File: src/rtl/wfunc_pkg.sv
// rtl/wfunc_pkg.sv - shared state enum, control words and address helper for window_func loading
package wfunc_pkg;

    typedef enum logic [3:0] {
        ST_IDLE,
        ST_HOLD_SETUP,
        ST_HOLD_ACCESS,
        ST_WAIT_COEF,
        ST_WR_SETUP,
        ST_WR_ACCESS,
        ST_RB_SETUP,
        ST_RB_ACCESS,
        ST_RUN_SETUP,
        ST_RUN_ACCESS,
        ST_DRAIN
    } wfunc_ldr_state_t;

    localparam logic [31:0] WFUNC_CTRL_HOLD = 32'h0000_0000;
    localparam logic [31:0] WFUNC_CTRL_RUN  = 32'h0000_0001;

    // Control register sits at the top half of the APB window, above all coefficients.
    function automatic int unsigned wfunc_ctrl_addr(input int unsigned aw);
        return 32'd1 << (aw - 1);
    endfunction

endpackage

File: src/rtl/wfunc_coef_loader_if.sv
// rtl/wfunc_coef_loader_if.sv - coefficient stream and APB master bundle of the loader
interface wfunc_coef_loader_if #(
    parameter int APB_AW = 16
);
    logic              s_tvalid;
    logic              s_tready;
    logic              s_tlast;
    logic [31:0]       s_tdata;
    logic              psel;
    logic              penable;
    logic              pwrite;
    logic [APB_AW-1:0] paddr;
    logic [31:0]       pwdata;
    logic [31:0]       prdata;

    modport master (
        input  s_tvalid, s_tlast, s_tdata, prdata,
        output s_tready, psel, penable, pwrite, paddr, pwdata
    );

    modport slave (
        output s_tvalid, s_tlast, s_tdata, prdata,
        input  s_tready, psel, penable, pwrite, paddr, pwdata
    );
endinterface

File: src/rtl/wfunc_coef_loader_apb_xfer.sv
// rtl/wfunc_coef_loader_apb_xfer.sv - two-phase APB master, setup then access, no wait states
module apb_xfer #(
    parameter int AW = 16
) (
    input  logic          clk,
    input  logic          rst_n,
    input  logic          req,
    input  logic          wr,
    input  logic [AW-1:0] addr,
    input  logic [31:0]   wdata,
    output logic          ack,
    output logic [31:0]   rdata,
    output logic          psel,
    output logic          penable,
    output logic          pwrite,
    output logic [AW-1:0] paddr,
    output logic [31:0]   pwdata,
    input  logic [31:0]   prdata
);

    // A request in the access cycle chains straight into the next setup cycle.
    always_ff @(posedge clk or negedge rst_n) begin
        if (!rst_n) begin
            psel    <= 1'b0;
            penable <= 1'b0;
            pwrite  <= 1'b0;
            paddr   <= '0;
            pwdata  <= '0;
        end else if (req) begin
            psel    <= 1'b1;
            penable <= 1'b0;
            pwrite  <= wr;
            paddr   <= addr;
            pwdata  <= wdata;
        end else if (psel && !penable) begin
            penable <= 1'b1;
        end else begin
            psel    <= 1'b0;
            penable <= 1'b0;
        end
    end

    assign ack   = psel & penable;
    assign rdata = prdata;

endmodule

File: src/rtl/wfunc_coef_loader.sv
// rtl/wfunc_coef_loader.sv - streams FFT_SIZE coefficients into window_func over APB; WFUNC_LOADER_READBACK_EN adds verify reads
module wfunc_coef_loader
    import wfunc_pkg::*;
#(
    parameter int                FFT_SIZE  = 8192,
    parameter int                APB_AW    = $clog2(FFT_SIZE - 1) + 3,
    parameter logic [APB_AW-1:0] CTRL_ADDR = APB_AW'(wfunc_ctrl_addr(APB_AW)),
    parameter int                CW        = $clog2(FFT_SIZE)
) (
    input  logic                  clk,
    input  logic                  rst_n,
    input  logic                  start,
    output logic                  busy,
    output logic                  done,
    output logic                  err,
    wfunc_coef_loader_if.master   bus
);

    wfunc_ldr_state_t  state;
    logic [CW-1:0]     cnt;
    logic              last_q;
    logic              s_tready_q;
    logic              xfer_req;
    logic              xfer_wr;
    logic              xfer_ack;
    logic [APB_AW-1:0] xfer_addr;
    logic [APB_AW-1:0] coef_addr;
    logic [31:0]       xfer_wdata;
    logic [31:0]       xfer_rdata;
    logic              cnt_max;
    logic              phase_end;
    logic              rb_bad;

    assign coef_addr = APB_AW'({cnt, 2'b00});
    assign cnt_max   = (cnt == CW'(FFT_SIZE - 1));

`ifdef WFUNC_LOADER_READBACK_EN
    logic [31:0] coef_q;
    assign phase_end = (state == ST_RB_ACCESS) && xfer_ack;
    assign rb_bad    = (state == ST_RB_ACCESS) && (xfer_rdata != coef_q);
`else
    assign phase_end = (state == ST_WR_ACCESS) && xfer_ack;
    assign rb_bad    = 1'b0;
`endif

    // Requests are issued one cycle ahead so the bus setup phase lines up with the *_SETUP state.
    always_comb begin
        xfer_req   = 1'b0;
        xfer_wr    = 1'b1;
        xfer_addr  = CTRL_ADDR;
        xfer_wdata = WFUNC_CTRL_HOLD;
        case (state)
            ST_IDLE: xfer_req = start;
            ST_WAIT_COEF: begin
                xfer_req   = bus.s_tvalid;
                xfer_addr  = coef_addr;
                xfer_wdata = bus.s_tdata;
            end
`ifdef WFUNC_LOADER_READBACK_EN
            ST_WR_ACCESS: begin
                xfer_req   = 1'b1;
                xfer_wr    = 1'b0;
                xfer_addr  = coef_addr;
                xfer_wdata = coef_q;
            end
`endif
            default: ;
        endcase
        if (phase_end && last_q && cnt_max && !rb_bad) begin
            xfer_req   = 1'b1;
            xfer_wdata = WFUNC_CTRL_RUN;
        end
    end

    always_ff @(posedge clk or negedge rst_n) begin
        if (!rst_n) begin
            state      <= ST_IDLE;
            cnt        <= '0;
            last_q     <= 1'b0;
            s_tready_q <= 1'b0;
            busy       <= 1'b0;
            done       <= 1'b0;
            err        <= 1'b0;
`ifdef WFUNC_LOADER_READBACK_EN
            coef_q     <= '0;
`endif
        end else begin
            done <= 1'b0;
            case (state)
                ST_IDLE: if (start) begin
                    err   <= 1'b0;
                    cnt   <= '0;
                    busy  <= 1'b1;
                    state <= ST_HOLD_SETUP;
                end
                ST_HOLD_SETUP:  state <= ST_HOLD_ACCESS;
                ST_HOLD_ACCESS: begin
                    state      <= ST_WAIT_COEF;
                    s_tready_q <= 1'b1;
                end
                ST_WAIT_COEF: if (bus.s_tvalid) begin
`ifdef WFUNC_LOADER_READBACK_EN
                    coef_q     <= bus.s_tdata;
`endif
                    last_q     <= bus.s_tlast;
                    s_tready_q <= 1'b0;
                    state      <= ST_WR_SETUP;
                end
                ST_WR_SETUP: state <= ST_WR_ACCESS;
`ifdef WFUNC_LOADER_READBACK_EN
                ST_WR_ACCESS: state <= ST_RB_SETUP;
                ST_RB_SETUP:  state <= ST_RB_ACCESS;
                ST_RB_ACCESS: ;
`else
                ST_WR_ACCESS: ;
`endif
                ST_RUN_SETUP:  state <= ST_RUN_ACCESS;
                ST_RUN_ACCESS: begin
                    state <= ST_IDLE;
                    done  <= 1'b1;
                    busy  <= 1'b0;
                end
                ST_DRAIN: if (bus.s_tvalid && bus.s_tlast) begin
                    state      <= ST_IDLE;
                    done       <= 1'b1;
                    busy       <= 1'b0;
                    s_tready_q <= 1'b0;
                end
                default: state <= ST_IDLE;
            endcase

            if (phase_end) begin
                if (rb_bad || (last_q && !cnt_max)) begin
                    err   <= 1'b1;
                    done  <= 1'b1;
                    busy  <= 1'b0;
                    state <= ST_IDLE;
                end else if (last_q) begin
                    state <= ST_RUN_SETUP;
                end else if (cnt_max) begin
                    // Missing tlast: swallow the rest of the frame so the stream realigns.
                    err        <= 1'b1;
                    state      <= ST_DRAIN;
                    s_tready_q <= 1'b1;
                end else begin
                    cnt        <= cnt + 1'b1;
                    state      <= ST_WAIT_COEF;
                    s_tready_q <= 1'b1;
                end
            end
        end
    end

    assign bus.s_tready = s_tready_q;

    apb_xfer #(.AW(APB_AW)) u_apb_xfer (
        .clk     (clk),
        .rst_n   (rst_n),
        .req     (xfer_req),
        .wr      (xfer_wr),
        .addr    (xfer_addr),
        .wdata   (xfer_wdata),
        .ack     (xfer_ack),
        .rdata   (xfer_rdata),
        .psel    (bus.psel),
        .penable (bus.penable),
        .pwrite  (bus.pwrite),
        .paddr   (bus.paddr),
        .pwdata  (bus.pwdata),
        .prdata  (bus.prdata)
    );

endmodule

File: src/flat_wrapper.sv
// flat-port wrapper written by rule: the top's interface ports become plain ports
module wfunc_coef_loader_flat import wfunc_pkg::*;
#(
    parameter int                FFT_SIZE  = 8192,
    parameter int                APB_AW    = $clog2(FFT_SIZE - 1) + 3,
    parameter logic [APB_AW-1:0] CTRL_ADDR = APB_AW'(wfunc_ctrl_addr(APB_AW)),
    parameter int                CW        = $clog2(FFT_SIZE)
)
  (clk, rst_n, start, busy, done, err, bus_s_tvalid, bus_s_tlast, bus_s_tdata, bus_prdata, bus_s_tready, bus_psel, bus_penable, bus_pwrite, bus_paddr, bus_pwdata);
  wfunc_coef_loader_if #(.APB_AW(APB_AW)) bus_i ();
  input  logic clk;
  input  logic rst_n;
  input  logic start;
  output logic busy;
  output logic done;
  output logic err;
  input wire logic [$bits(bus_i.s_tvalid)-1:0] bus_s_tvalid;
  input wire logic [$bits(bus_i.s_tlast)-1:0] bus_s_tlast;
  input wire logic [$bits(bus_i.s_tdata)-1:0] bus_s_tdata;
  input wire logic [$bits(bus_i.prdata)-1:0] bus_prdata;
  output wire logic [$bits(bus_i.s_tready)-1:0] bus_s_tready;
  output wire logic [$bits(bus_i.psel)-1:0] bus_psel;
  output wire logic [$bits(bus_i.penable)-1:0] bus_penable;
  output wire logic [$bits(bus_i.pwrite)-1:0] bus_pwrite;
  output wire logic [$bits(bus_i.paddr)-1:0] bus_paddr;
  output wire logic [$bits(bus_i.pwdata)-1:0] bus_pwdata;
  assign bus_i.s_tvalid = bus_s_tvalid;
  assign bus_i.s_tlast = bus_s_tlast;
  assign bus_i.s_tdata = bus_s_tdata;
  assign bus_i.prdata = bus_prdata;
  assign bus_s_tready = bus_i.s_tready;
  assign bus_psel = bus_i.psel;
  assign bus_penable = bus_i.penable;
  assign bus_pwrite = bus_i.pwrite;
  assign bus_paddr = bus_i.paddr;
  assign bus_pwdata = bus_i.pwdata;
  wfunc_coef_loader #(.FFT_SIZE(FFT_SIZE), .APB_AW(APB_AW), .CTRL_ADDR(CTRL_ADDR), .CW(CW)) u_core (.clk(clk), .rst_n(rst_n), .start(start), .busy(busy), .done(done), .err(err), .bus(bus_i));
endmodule
File: config.mk
export PLATFORM = sky130hd
export DESIGN_NAME = wfunc_coef_loader_flat
export DESIGN_NICKNAME = d
export VERILOG_FILES = /design/src/rtl/wfunc_pkg.sv /design/src/rtl/wfunc_coef_loader_if.sv /design/src/rtl/wfunc_coef_loader_apb_xfer.sv /design/src/rtl/wfunc_coef_loader.sv /design/src/flat_wrapper.sv
export SDC_FILE = /design/constraint.sdc
export NUM_CORES = 1
export LEC_CHECK = 0
export CORE_MARGIN = 2
export CORE_UTILIZATION = 30
export CTS_CLUSTER_SIZE = 30
export DETAILED_ROUTE_END_ITERATION = 10
export GPL_ROUTABILITY_DRIVEN = 0
export PLACE_DENSITY_LB_ADDON = 0.08
export RECOVER_POWER = 25
export SYNTH_ARGS = -nofsm -noshare
export SYNTH_HDL_FRONTEND = slang
export SYNTH_SLANG_ARGS = --single-unit
File: constraint.sdc
create_clock -name clk -period 1.88 [get_ports clk]
set_input_delay 0.376 -clock clk [delete_from_list [all_inputs] [get_ports clk]]
set_output_delay 0.376 -clock clk [all_outputs]
set_load 0.02 [all_outputs]
# Word-level counts from Yosys, hierarchy flattened
# Cells that the tools add are included.
# W data, S select, Z words.
# classes
n_addsub	1
n_eq_ne	14
muxes	44
n_bitwise	1
reduce_logical	11
# ops
op	count
$mux W13	6
$mux W32	2
$pmux W4 S8	1
$mux W4	7
$mux W1	23
$mux W16	1
$add A13 B1 Y13 const B	1
$eq A13 B13 Y1 const B	1
$eq A4 B4 Y1 const B	3
$eq A4 B2 Y1 const B	2
$eq A4 B3 Y1 const B	2
$logic_and A1 B1 Y1	6
$ne A3 B2 Y1 const B	2
$pmux W1 S3	2
$eq A4 B1 Y1 const B	1
$logic_not A4 Y1	1
$pmux W1 S2	2
$reduce_and A4 Y1	1
$ne A3 B1 Y1 const B	1
$logic_not A1 Y1	2
$ne A2 B1 Y1 const B	1
$ne A2 B2 Y1 const B	1
$reduce_and A2 Y1	1
$and A1 B1 Y1	1
# totals
ff_bits	73
word_cells	83

# Logic depth before layout (Yosys ltp)
# logic_depth
depth_word	6
depth_mapped	8
mapped_depth_nobuf	5

# By module
# Synthesis repeated with hierarchy kept, for this count alone.
# unflattened
cells_unflattened	336
hier_area_um2	3990.1
# by_module_without_submodules
mod	n_inst	cells_each	area_per_inst_um2	seq_area_each_um2
apb_xfer	1	142	2377.3	1276.2
wfunc_coef_loader	1	194	1612.8	550.5

# Worst setup path after synthesis
# OpenSTA, ideal clock, no wires.
# synth_path
path_type	register to register
start	register u_core.state[1]
end	register u_core.u_apb_xfer.pwdata[10]
setup_time_ps	77
arrival_ps	1624
slack_ps	179
path_stages_with_launch	8
path_cell_list	dfrtp_1 -> clkbuf_1 -> nor4_2 -> a22o_1 -> buf_2 -> buf_2 -> nand3_1 -> a21oi_1
# synth_between
elab_chain_cells	5
word_cells_on_any_way	10
# synth_rtl
item	line_no	source
start, declared	wfunc_coef_loader.sv:19	wfunc_ldr_state_t state;
start signal, assigned	wfunc_coef_loader.sv:77	state <= ST_IDLE;
start signal, assigned	wfunc_coef_loader.sv:94	state <= ST_HOLD_SETUP;
start signal, assigned	wfunc_coef_loader.sv:96	ST_HOLD_SETUP: state <= ST_HOLD_ACCESS;
$eq A4 B3 Y1	wfunc_coef_loader.sv:42	assign phase_end = (state == ST_WR_ACCESS) && xfer_ack;
$logic_and A1 B1 Y1	wfunc_coef_loader.sv:42	
$logic_and A1 B1 Y1 (2 in a row)	wfunc_coef_loader.sv:69	if (phase_end && last_q && cnt_max && !rb_bad) begin
$mux W32 or $mux W1 (tied branches)	wfunc_coef_loader.sv:69	
end signal, assigned	wfunc_coef_loader_apb_xfer.sv:34	pwdata <= wdata;
end, declared	wfunc_coef_loader_apb_xfer.sv:17	output logic [31:0] pwdata,
# Parallel ways exist; a longest one is shown, timed or not.
# A chain may end at the register's enable or synchronous reset.

# Worst setup path in the final report
# layout_path
start	register u_core.state[1]
end	register u_core.cnt[11]
# layout_between
elab_chain_cells	6
word_cells_on_any_way	8
# layout_rtl
item	line_no	source
$logic_not A4 Y1	wfunc_coef_loader.sv:89	case (state)
$mux W13	wfunc_coef_loader.sv:89	
$mux W13	wfunc_coef_loader.sv:140	end else if (cnt_max) begin
$mux W13	wfunc_coef_loader.sv:138	end else if (last_q) begin
$mux W13	wfunc_coef_loader.sv:133	if (rb_bad || (last_q && !cnt_max)) begin
$mux W13 (*)	wfunc_coef_loader.sv:132	if (phase_end) begin
end signal, assigned	wfunc_coef_loader.sv:146	cnt <= cnt + 1'b1;
end, declared	wfunc_coef_loader.sv:20	logic [CW-1:0] cnt;
# Mark *: on every way between the ends. The rest lies on a longest branch, timed or not.

==> results.cfg <==
[yosys]
synthTopCellsByArea = dfrtp_1 54%, nand2_1 9.1%, nand3_1 6.7%
synth_top_family_by_area = simple AND/OR/NAND/NOR gates
yosys-mux-area-fraction_pct = 1.52
synth_warnings = 0
synth-seq-cells = 71
synth_fa_ha_area_share_pct = 0.381
yosysTopAreaCell = dfrtp_1
syn-instance-count = 359
synth_area_per_cell_sq_um = 9.16
synth-simple-area-share_pct = 23.7
synth_seq_area_share_pct = 54.0
syn_area_sq_um = 3290
synth_xor_area_share_pct = 0.266
synth_top_area_share_pct = 54.0
synth-compound-area-share_pct = 15.4
ys_types = 46

[routing]
ant_nets = 0
drt-vias-per-instance = 4.88
vias = 3060
wl_mm = 9.74
dr.pass1.iters = 4
wl_per_cell_microns = 15.5
drt-initial-drc-count = 87
drc = 0

[layout]
fin_nets = 552
area_growth_pct = 50.1
fill_cells = 1112
fin_util_pct = 45.9
layout_common_cells = 87 x clkdlybuf4s50_1, 80 x nand2_1, 71 x dfrtp_1
antennaDiodeCount = 0
mostFrequentLayoutCell = clkdlybuf4s50_1
layout.cells.non_filler = 627
drive_above_1_share_pct = 16.4

[sta]
final-hold-violation-count = 0
finalSetupTns_ns = 0
tightest_slew_ns = 0.855
finalClockSkew_ns = 0.00930
relSlewSlack_pct = 43.0
period_share_pct = 96.8
fmax_mhz = 550
period_needed_ns = 1.82
setup_slack_ns = 0.0609
drv_slew = 0
rsz0062_at_grt = yes
setup_viol = 0

[global_route]
grt_overflow_total = 0
grtUsageTotal_pct = 16.7
grt_pass1_wl_mm = 15.3
antenna_found_initial = 0
grt_pass1_vias = 2944
grt_max_degree = 36

[setup_path]
reg2reg_to = u_core.cnt[11]$_DFF_PN0_
ff2ff_setup_slack_ns = 0.06
worst_r2r_path_depth = 4
worstSetupPathType = reg -> reg
r2r-start = u_core.state[1]$_DFFE_PN0P_
cp-end-kind = register
path_max_fanout = 4
endpoint = u_core.cnt[11]$_DFF_PN0_
required_ns = 2.14
start_kind = register
crit_arrival_ns = 2.08
crit_start = u_core.state[1]$_DFFE_PN0P_

[power]
p_int_mw = 4.19
leakage_nw = 2.04
power.switching_mw = 2.59
p_comb_share_pct = 48.6
power.share.clock_pct = 18.7
p_per_area_nw_per_um2 = 1370
ir_drop_uv = 706
power.total_mw = 6.78
swShare_pct = 38.2
p_seq_share_pct = 32.8

[clock_network]
clkSinkCount = 71
cts_tree = yes
cts_root_buffer = clkbuf_8
clkTransAtPathRegs_ns = 0.08
h-tree-depth = 3
cts_max_path_buffers = 2
cts_made_buffers = 9
insertion_delay_ns = 0.34
post_cts_buffers = 0

[floorplan]
initial_utilization_pct = 30.6
die_x_microns = 109
ios = 124
rows = 38
core_area_sq_um = 10700
die_height_microns = 109
die_area_sq_um = 11800

[placement]
dp_cells = 609
pre_cts_slack_ns = -0.0353
detailedPlacementHpwl_mm = 6.72
port-buffer-count = 89

[worst_hold_path]
min-delay-start = u_core.u_apb_xfer.pwrite$_DFFE_PN0P_
hold_class = reg -> reg

[outcome]
status = finished, final reports clean

[run]
max_cap_violations = 0
metal layers:
layer	share of wire [%]	global-route usage, %	vias up
li1	-	-	1506
met1	48	23.3	1482
met2	48	26.7	68
met3	4.3	3.29	4
met4	0.52	4.40	0
met5	0	0	-
synthesized netlist by cell type (all sizes together):
cell and instances:
nor4bb 2, xnor2 1, o311ai 1, nand2b 3
o211ai 6, nor4 3, a31o 3, o31a 1
nand4 3, buf 18, nand3 44, conb 1
a21boi 2, a22o 1, o21ai 22, nor3b 2
a31oi 1, nand2 80, nand4bb 1, ha 1
nand3b 3, mux2i 5, o22ai 3, a221o 1
or2 1, dfrtp 71, or4 3, clkbuf 11
a22oi 1, o2111a 1, o221a 1, o211a 1
nor3 4, nor2b 1, a21oi 35, o31ai 2
or3 1, and2 3, o32a 1, and3 3
a2bb2oi 1, nor2 8, inv 2
per-stage QoR:
step / instance area [sq um] / hold slack, ns
floorplan: 3290 / 0.0804
global placement: 4660 / 0.366
detailed placement: 4660 / 0.365
CTS: 4890 / 0.476
global route: 4930 / 0.520
finish: 4930 / 0.479
power groups by stage:
stage | combinational, mW | clock [mW] | sequential (mW)
floorplan | 1.08 | 0 | 2.79
global placement | 3.21 | 0 | 2.25
detailed placement | 3.22 | 0 | 2.26
CTS | 3.23 | 1.32 | 2.23
global route | 3.56 | 1.38 | 2.29
finish | 3.29 | 1.27 | 2.22
worst min path at each step:
| stage | end | cells past startpoint |
|---|---|---|
| floorplan | u_core.bus.s_tready$_DFF_PN0_ | 0 |
| global placement | u_core.u_apb_xfer.paddr[9]$_DFFE_PN0P_ | 1 |
| detailed placement | u_core.u_apb_xfer.paddr[9]$_DFFE_PN0P_ | 1 |
| CTS | u_core.u_apb_xfer.pwrite$_DFFE_PN0P_ | 1 |
| global route | u_core.u_apb_xfer.pwrite$_DFFE_PN0P_ | 1 |
| finish | u_core.u_apb_xfer.pwrite$_DFFE_PN0P_ | 1 |
state kept, by name, summed over array words and instances (netlist names):
| name | flops |
|---|---|
| u_core.last_q | 1 |
| u_core.u_apb_xfer.pwrite | 1 |
| u_core.done | 1 |
| u_core.bus.s_tready | 1 |
| u_core.u_apb_xfer.pwdata | 32 |
| u_core.u_apb_xfer.psel | 1 |
| u_core.busy | 1 |
| u_core.u_apb_xfer.penable | 1 |
| u_core.state | 4 |
| u_core.cnt | 13 |
| u_core.err | 1 |
| u_core.u_apb_xfer.paddr | 14 |
cells by family after synthesis:
kind of cell | after synthesis
muxes | 5
AOI/OAI and AO/OA | 84
other | 1
adders and majority gates | 1
buffers and inverters | 31
and+or+nand+nor | 165
xor gates and xnor gates | 1
DFF | 71
timing repair:
| action | 4_1_cts | 5_1_grt |
|---|---|---|
| endpoints found under the hold margin | 30 | 0 |
| setup endpoints to repair | 47 | 49 |
| gates cloned | 0 | 1 |
| gates resized for setup | 1 | 8 |
| pin swaps | 0 | 0 |
| hold buffers | 1 | 0 |
critical path, stage by stage (launching register included):
cell,delay [ns]
dfrtp_1,0.39
nand4bb_1,0.25
or4_4,0.61
nor3_1,0.26
mux2i_1,0.23
area by class of cell:
cell class / count / area, sq um / share of cell area, %
clock inverters: 6 / 67.6 / 1.37
clock buffers: 10 / 138 / 2.79
flip-flops and latches: 71 / 1780 / 36.0
repair buffers: 140 / 1340 / 27.1
well taps: 140 / 175 / 3.55
inverters: 2 / 7.51 / 0.152
multi-input cells: 258 / 1430 / 29.0
(Power assumes the default switching activity.)
